===== src/rtl/seq_pkg.sv =====
// Shared command codes, frame geometry, FSM encoding and checksum helper for the readback block.
// Build option: SEQ_READBACK_CHECKSUM_EN appends a one-byte additive checksum to each frame.
package seq_pkg;

    localparam logic [7:0] CMD_SEQ_CONFIG = 8'hF0;
    localparam logic [7:0] CMD_SEQ_QUERY  = 8'hF1;

    localparam int PAYLOAD_LEN = 13;
`ifdef SEQ_READBACK_CHECKSUM_EN
    localparam int FRAME_LEN   = PAYLOAD_LEN + 1;
`else
    localparam int FRAME_LEN   = PAYLOAD_LEN;
`endif

    localparam int BYTE_W       = 8;
    localparam int CH_W         = 3;
    localparam int LEN_W        = 7;
    localparam int CNT_W        = 4;
    localparam int FRAME_DIV_W  = 16;
    localparam int FRAME_DATA_W = 64;

    typedef enum logic [2:0] {
        ST_IDLE = 3'd0,
        ST_RECV = 3'd1,
        ST_LOAD = 3'd2,
`ifdef SEQ_READBACK_CHECKSUM_EN
        ST_SEND = 3'd3,
        ST_CSUM = 3'd4
`else
        ST_SEND = 3'd3
`endif
    } state_t;

    function automatic logic [7:0] payload_sum(input logic [PAYLOAD_LEN*BYTE_W-1:0] payload);
        logic [7:0] acc;
        acc = '0;
        for (int i = 0; i < PAYLOAD_LEN; i++) begin
            acc = acc + payload[BYTE_W*i +: BYTE_W];
        end
        return acc;
    endfunction

endpackage


===== src/rtl/seq_shadow_regs.sv =====
// Per-channel shadow copy of the sequencer configuration bus, cleared by reset,
// written by the config strobe and read combinationally by channel index.
module seq_shadow_regs
    import seq_pkg::*;
#(
    parameter int NUM_CHANNELS  = 8,
    parameter int DIVIDER_WIDTH = 16,
    parameter int SEQ_MAX_BITS  = 64
) (
    input  logic                     clk,
    input  logic                     rst,
    input  logic                     i_wr_en,
    input  logic [CH_W-1:0]          i_wr_ch,
    input  logic                     i_wr_enable,
    input  logic [DIVIDER_WIDTH-1:0] i_wr_div,
    input  logic [LEN_W-1:0]         i_wr_len,
    input  logic [SEQ_MAX_BITS-1:0]  i_wr_data,
    input  logic [CH_W-1:0]          i_rd_ch,
    output logic                     o_rd_enable,
    output logic [DIVIDER_WIDTH-1:0] o_rd_div,
    output logic [LEN_W-1:0]         o_rd_len,
    output logic [SEQ_MAX_BITS-1:0]  o_rd_data
);

    typedef struct packed {
        logic                     enable;
        logic [DIVIDER_WIDTH-1:0] div;
        logic [LEN_W-1:0]         len;
        logic [SEQ_MAX_BITS-1:0]  data;
    } entry_t;

    entry_t w_wr_entry;
    entry_t w_rd_entry;
    entry_t w_entries [NUM_CHANNELS];

    assign w_wr_entry = {i_wr_enable, i_wr_div, i_wr_len, i_wr_data};

    genvar gi;
    generate
        for (gi = 0; gi < NUM_CHANNELS; gi++) begin : g_entry
            entry_t r_entry;

            always_ff @(posedge clk) begin
                if (rst) begin
                    r_entry <= '0;
                end else if (i_wr_en && (i_wr_ch == CH_W'(gi))) begin
                    r_entry <= w_wr_entry;
                end
            end

            assign w_entries[gi] = r_entry;
        end
    endgenerate

    // Channels beyond NUM_CHANNELS read back as all-zero.
    always_comb begin
        w_rd_entry = '0;
        for (int i = 0; i < NUM_CHANNELS; i++) begin
            if (i_rd_ch == CH_W'(i)) begin
                w_rd_entry = w_entries[i];
            end
        end
    end

    assign o_rd_enable = w_rd_entry.enable;
    assign o_rd_div    = w_rd_entry.div;
    assign o_rd_len    = w_rd_entry.len;
    assign o_rd_data   = w_rd_entry.data;

endmodule


===== src/rtl/seq_readback_handler.sv =====
// SEQ_QUERY handler: latches a channel from the command payload and streams that channel's
// shadow configuration as a 13-byte upload frame (14 with SEQ_READBACK_CHECKSUM_EN defined).
module seq_readback_handler
    import seq_pkg::*;
#(
    parameter int         NUM_CHANNELS  = 8,
    parameter int         DIVIDER_WIDTH = 16,
    parameter int         SEQ_MAX_BITS  = 64,
    parameter logic [7:0] CMD_CODE      = CMD_SEQ_QUERY
) (
    input  logic                     clk,
    input  logic                     rst,
    input  logic [7:0]               cmd_type,
    input  logic [15:0]              cmd_length,
    input  logic [7:0]               cmd_data,
    input  logic [15:0]              cmd_data_index,
    input  logic                     cmd_start,
    input  logic                     cmd_data_valid,
    input  logic                     cmd_done,
    output logic                     cmd_ready,
    input  logic [2:0]               config_ch_index,
    input  logic                     config_enable,
    input  logic [DIVIDER_WIDTH-1:0] config_freq_div,
    input  logic [6:0]               config_seq_len,
    input  logic [SEQ_MAX_BITS-1:0]  config_seq_data,
    input  logic                     config_update_strobe,
    output logic                     upload_req,
    output logic [7:0]               upload_source,
    output logic [7:0]               upload_data,
    output logic                     upload_valid,
    input  logic                     upload_ready
);

    state_t                     r_state;
    state_t                     w_state_next;
    logic [CH_W-1:0]            r_query_ch;
    logic [CNT_W-1:0]           r_byte_cnt;
    logic [BYTE_W-1:0]          r_frame [FRAME_LEN];

    logic                       w_rd_enable;
    logic [DIVIDER_WIDTH-1:0]   w_rd_div;
    logic [LEN_W-1:0]           w_rd_len;
    logic [SEQ_MAX_BITS-1:0]    w_rd_data;
    logic [FRAME_DIV_W-1:0]     w_div16;
    logic [FRAME_DATA_W-1:0]    w_data64;
    logic [PAYLOAD_LEN*BYTE_W-1:0] w_payload;
    logic                       w_sending;
    logic                       w_accept;
    logic                       w_last_payload;
    logic                       w_unused;

    assign w_unused = ^{cmd_length, cmd_data[BYTE_W-1:CH_W]};

    seq_shadow_regs #(
        .NUM_CHANNELS  (NUM_CHANNELS),
        .DIVIDER_WIDTH (DIVIDER_WIDTH),
        .SEQ_MAX_BITS  (SEQ_MAX_BITS)
    ) u_shadow (
        .clk         (clk),
        .rst         (rst),
        .i_wr_en     (config_update_strobe),
        .i_wr_ch     (config_ch_index),
        .i_wr_enable (config_enable),
        .i_wr_div    (config_freq_div),
        .i_wr_len    (config_seq_len),
        .i_wr_data   (config_seq_data),
        .i_rd_ch     (r_query_ch),
        .o_rd_enable (w_rd_enable),
        .o_rd_div    (w_rd_div),
        .o_rd_len    (w_rd_len),
        .o_rd_data   (w_rd_data)
    );

    // The frame format is fixed at 16 divider bits and 64 pattern bits regardless of parameters.
    generate
        if (DIVIDER_WIDTH >= FRAME_DIV_W) begin : g_div_trunc
            assign w_div16 = w_rd_div[FRAME_DIV_W-1:0];
        end else begin : g_div_ext
            assign w_div16 = {{(FRAME_DIV_W-DIVIDER_WIDTH){1'b0}}, w_rd_div};
        end
        if (SEQ_MAX_BITS >= FRAME_DATA_W) begin : g_data_trunc
            assign w_data64 = w_rd_data[FRAME_DATA_W-1:0];
        end else begin : g_data_ext
            assign w_data64 = {{(FRAME_DATA_W-SEQ_MAX_BITS){1'b0}}, w_rd_data};
        end
    endgenerate

    // Byte k of the frame lives at w_payload[8k +: 8].
    always_comb begin
        w_payload            = '0;
        w_payload[0 +: 8]    = {{(BYTE_W-CH_W){1'b0}}, r_query_ch};
        w_payload[8 +: 8]    = {7'b0, w_rd_enable};
        w_payload[16 +: 8]   = w_div16[15:8];
        w_payload[24 +: 8]   = w_div16[7:0];
        w_payload[32 +: 8]   = {1'b0, w_rd_len};
        w_payload[40 +: 64]  = w_data64;
    end

`ifdef SEQ_READBACK_CHECKSUM_EN
    assign w_sending = (r_state == ST_SEND) || (r_state == ST_CSUM);
`else
    assign w_sending = (r_state == ST_SEND);
`endif
    assign w_accept       = w_sending && upload_ready;
    assign w_last_payload = (r_byte_cnt == CNT_W'(PAYLOAD_LEN - 1));

    always_ff @(posedge clk) begin
        if (rst) begin
            r_state <= ST_IDLE;
        end else begin
            r_state <= w_state_next;
        end
    end

    always_comb begin
        w_state_next = r_state;
        cmd_ready    = 1'b0;
        upload_req   = 1'b0;
        upload_valid = 1'b0;
        case (r_state)
            ST_IDLE: begin
                cmd_ready = 1'b1;
                if (cmd_start && (cmd_type == CMD_CODE)) begin
                    w_state_next = ST_RECV;
                end
            end
            ST_RECV: begin
                cmd_ready = 1'b1;
                if (cmd_done) begin
                    w_state_next = ST_LOAD;
                end
            end
            ST_LOAD: begin
                w_state_next = ST_SEND;
            end
            ST_SEND: begin
                upload_req   = 1'b1;
                upload_valid = 1'b1;
                if (upload_ready && w_last_payload) begin
`ifdef SEQ_READBACK_CHECKSUM_EN
                    w_state_next = ST_CSUM;
`else
                    w_state_next = ST_IDLE;
`endif
                end
            end
`ifdef SEQ_READBACK_CHECKSUM_EN
            ST_CSUM: begin
                upload_req   = 1'b1;
                upload_valid = 1'b1;
                if (upload_ready) begin
                    w_state_next = ST_IDLE;
                end
            end
`endif
            default: begin
                w_state_next = ST_IDLE;
            end
        endcase
    end

    always_ff @(posedge clk) begin
        if (rst) begin
            r_query_ch <= '0;
            r_byte_cnt <= '0;
            for (int i = 0; i < FRAME_LEN; i++) begin
                r_frame[i] <= '0;
            end
        end else begin
            case (r_state)
                // A query that never delivers byte 0 must read channel 0, not a stale channel.
                ST_IDLE: r_query_ch <= '0;
                ST_RECV: begin
                    if (cmd_data_valid && (cmd_data_index == 16'd0)) begin
                        r_query_ch <= cmd_data[CH_W-1:0];
                    end
                end
                ST_LOAD: begin
                    r_byte_cnt <= '0;
                    for (int i = 0; i < PAYLOAD_LEN; i++) begin
                        r_frame[i] <= w_payload[BYTE_W*i +: BYTE_W];
                    end
`ifdef SEQ_READBACK_CHECKSUM_EN
                    r_frame[PAYLOAD_LEN] <= payload_sum(w_payload);
`endif
                end
                default: begin
                    if (w_accept && (r_byte_cnt != CNT_W'(FRAME_LEN - 1))) begin
                        r_byte_cnt <= r_byte_cnt + CNT_W'(1);
                    end
                end
            endcase
        end
    end

    assign upload_data   = upload_valid ? r_frame[r_byte_cnt] : '0;
    assign upload_source = upload_req ? CMD_CODE : '0;

endmodule


===== config.mk =====
export PLATFORM = sky130hd
export DESIGN_NAME = seq_readback_handler
export DESIGN_NICKNAME = d
export VERILOG_FILES = /design/src/rtl/seq_pkg.sv /design/src/rtl/seq_shadow_regs.sv /design/src/rtl/seq_readback_handler.sv
export SDC_FILE = /design/constraint.sdc
export NUM_CORES = 2
export LEC_CHECK = 0
export CAP_MARGIN = 20
export CELL_PAD_IN_SITES_DETAIL_PLACEMENT = 0
export CELL_PAD_IN_SITES_GLOBAL_PLACEMENT = 1
export CORE_MARGIN = 2
export CORE_UTILIZATION = 40
export CTS_BUF_LIST = sky130_fd_sc_hd__clkbuf_16
export DETAILED_ROUTE_END_ITERATION = 8
export GPL_TIMING_DRIVEN = 0
export PLACE_DENSITY = 0.71
export SLEW_MARGIN = 20
export SYNTH_ARGS = -nofsm -noshare
export SYNTH_HDL_FRONTEND = slang
export SYNTH_SLANG_ARGS = --single-unit

===== constraint.sdc =====
create_clock -name clk -period 3.4 [get_ports clk]
set_input_delay 0.51 -clock clk [delete_from_list [all_inputs] [get_ports clk]]
set_output_delay 0.51 -clock clk [all_outputs]
set_load 0.1 [all_outputs]

==> results.toml <==
[run_status]
outcome = "finished clean"

[power]
p_per_area_nw_per_um2 = 540
total_leakage_power_uw = 0.0127
ir_drop_uv = 356

[detailed_routing]
drc = 0
totalWireLength_microns = 133000
first_pass_iters = 5
wl_per_cell_microns = 24.6
avgViaCountPerCell = 5.56
dr_total_vias = 30000
ant_nets = 0
drt_iter0_drc = 2920

[yosys]
synth_most_common_cell = "nand2_1"
ys_ff_latch = 808
yosysSeqAreaShare = 0.500
synth.avg_cell_area_sq_um = 8.46
synth_cell_type_count = 50
synthXorXnorAreaFrac = 0
yosys.area_share.simple = 0.177
synthTopCellsByCount = "nand2_1 (1442), a21oi_1 (733), dfxtp_1 (717)"
yosys.area_share.adder = 0.00220
synth_edf_count = 91
synth_compound_area_frac = 0.158
synth.cell_area_sq_um = 34200
synth_ff_type = "dfxtp_1"
synth.area.top_cells = "dfxtp_1 (42%), nand2_1 (16%), a21oi_1 (11%)"
async_flop_share = 0
synth_top_area_frac = 0.420
synthMuxAreaShare = 0.105
synth.largest_area_cell = "dfxtp_1"
synth_top_family_by_area = "simple AND/OR/NAND/NOR gates"
synth_warnings = 0
syn_inst = 4043

[global_route]
grt_use_met3 = 0.0691
overflow = 0
antenna_found_initial = 5
busiest_layer = "met2"
track_usage = 0.300
grt_first_pass_wirelength_microns = 192000
grt_pass1_vias = 28000
use_met2 = 0.460
grt.met1_usage = 0.414
grt_max_degree = 55

[finish]
final_layout_size_suffix_gt1_frac = 0.118
fin_area_sq_um = 39200
multiInputGateArea_sq_um = 15200
fill_cells = 8624
finish.utilization = 0.462
area_growth_syn_to_layout_pct = 14.7
seqCellArea_sq_um = 17100
diodes = 0
fin_nets = 4345

[cts]
numCtsBuffers = 91
clockBufferDepth = 3
postCtsHoldBufs = 0
h-tree-depth = 3
clkLatencyLatePin_ps = 650
cts_num_sinks = 808
path_clk_slew_ps = 60
cts_tree = "yes"
clockRootBuffer = "clkbuf_16"

[placed_design]
placed_area_sq_um = 36300
gp_congestion = 0.893
hpwl_microns = 92900
portBuffers = 48

[sta]
tns_ps = 0
fmax_mhz = 295
min_period_ps = 3390
worstMarginPinSlew_ps = 1340
period_share = 0.996
timing.hold.ws_ps = 161
drv_slew = 0
setup_viol = 0
finalClockSkew_ps = 24.8
maxSlewHeadroom = 0.109
rsz0062_at_grt = "yes"
hold_viol = 0

[critical_path]
crit_buf_inv = 3
timing.rr.start = "r_query_ch[0]"
end_kind = "output port"
worstPathMaxFanout = 10
crit_family = "buffers and inverters"
cp-start-kind = "flip-flop"
arrival_ps = 2880
slowest_stage = "mux4_1"
path_cells = "buf_6 -> buf_8 -> mux4_1 -> a221o_1 -> nand2_1 -> a21oi_2 -> buf_4"
critPathKind = "flip-flop to output port"
max_stage_delay_ps = 640
cp.required_ps = 2890

[min_path]
min_path_type = "input port to flip-flop"
min_from = "config_freq_div[6]"

[floorplan]
fp.dieH_microns = 296
num_rows = 107
die_w_microns = 296
start_util = 0.403
die_area_sq_um = 87800
num_io_pins = 165
core-area_sq_um = 84900

[run]
cap_viol_max_count = 0
==> cells by family (layout without fill, tap and decap cells) <==
| family | Yosys count | after routing |
|---|---|---|
| and+or+nand+nor | 1573 | 1573 |
| AOI/OAI and AO/OA | 998 | 998 |
| DFF | 808 | 808 |
| buffers and inverters | 447 | 665 |
| muxes | 210 | 210 |
| adders and majority gates | 6 | 6 |
| other | 1 | 3 |
==> routing by layer <==
metal  part of all wire  wire, microns  up-vias
met5            0.00016             21        -
met4              0.038           5060        4
met3              0.093          12400      239
met2               0.44          58700     1277
met1               0.43          56800    14600
li1                   -              -    13900
==> tightest hold or removal path: cells and delay by family <==
family	cells	cell delay, ps
buffers and inverters	1	150
and+or+nand+nor	1	60
AOI/OAI and AO/OA	1	50
==> final cells by class <==
| class | count | share of cell area |
|---|---|---|
| multi-input cells | 2790 | 0.387 |
| inverters | 24 | 0.00230 |
| repair buffers | 55 | 0.0150 |
| well taps | 1144 | 0.0365 |
| flip-flops and latches | 808 | 0.436 |
| clock inverters | 70 | 0.0145 |
| clock buffers | 93 | 0.0593 |
| plain buffers | 423 | 0.0500 |
==> power by group <==
part	total, uW	switching, uW	internal (uW)
logic	1390	1000	389
clock network	9800	4110	5690
registers	9980	114	9870
==> cells in the final DEF, fill, tap and decap left out, types with 4 or more instances in the layout <==
cell type / count
dfxtp_1: 717
a221o_1: 5
inv_1: 42
and2_1: 6
buf_2: 92
mux4_2: 97
o22ai_1: 69
nor2_1: 75
a21oi_1: 729
nand2b_1: 6
o21ai_0: 90
clkdlybuf4s50_1: 39
mux2_2: 76
clkbuf_16: 93
nor2_2: 4
clkbuf_2: 26
nand2_1: 1442
nor2b_1: 6
clkinv_1: 21
edfxtp_1: 91
clkbuf_1: 232
buf_4: 54
o221ai_1: 19
mux2i_1: 24
a21oi_2: 4
ha_1: 6
buf_1: 20
mux4_1: 10
buf_6: 7
nand3_1: 11
a211oi_1: 70
bufinv_16: 10
clkinv_2: 16
==> repair_timing <==
item / in CTS / in global routing
setup endpoints to repair: 9 / 6
gates resized for setup: 53 / 14
setup buffers: 0 / 0
==> metrics by stage <==
step,std cells,total power (uW),worst slack [ps]
final,5407,21200,13.1
after global placement,5237,11500,-942
after CTS,5407,21200,2.70
after floorplan,4045,11000,376
after detailed placement,5244,11600,-303
after global routing,5407,21700,-2.31
==> final timing paths <==
kind	endpoint	slack, ps	cells past startpoint
setup reg to reg	r_frame[11][7]	120	5
hold reg to reg	u_shadow.g_entry[3].r_entry[53]	450	2
hold / removal	u_shadow.g_entry[2].r_entry[77]	160	3
setup / recovery	upload_data[4]	10	7
==> flip-flops by register name, summed over array words and instances (netlist names), named ones only <==
signal / flops
r_byte_cnt: 4
r_frame: 91
r_query_ch: 3
r_state: 2
u_shadow.g_entry.r_entry: 704
Power figures use the tool's default switching activity.
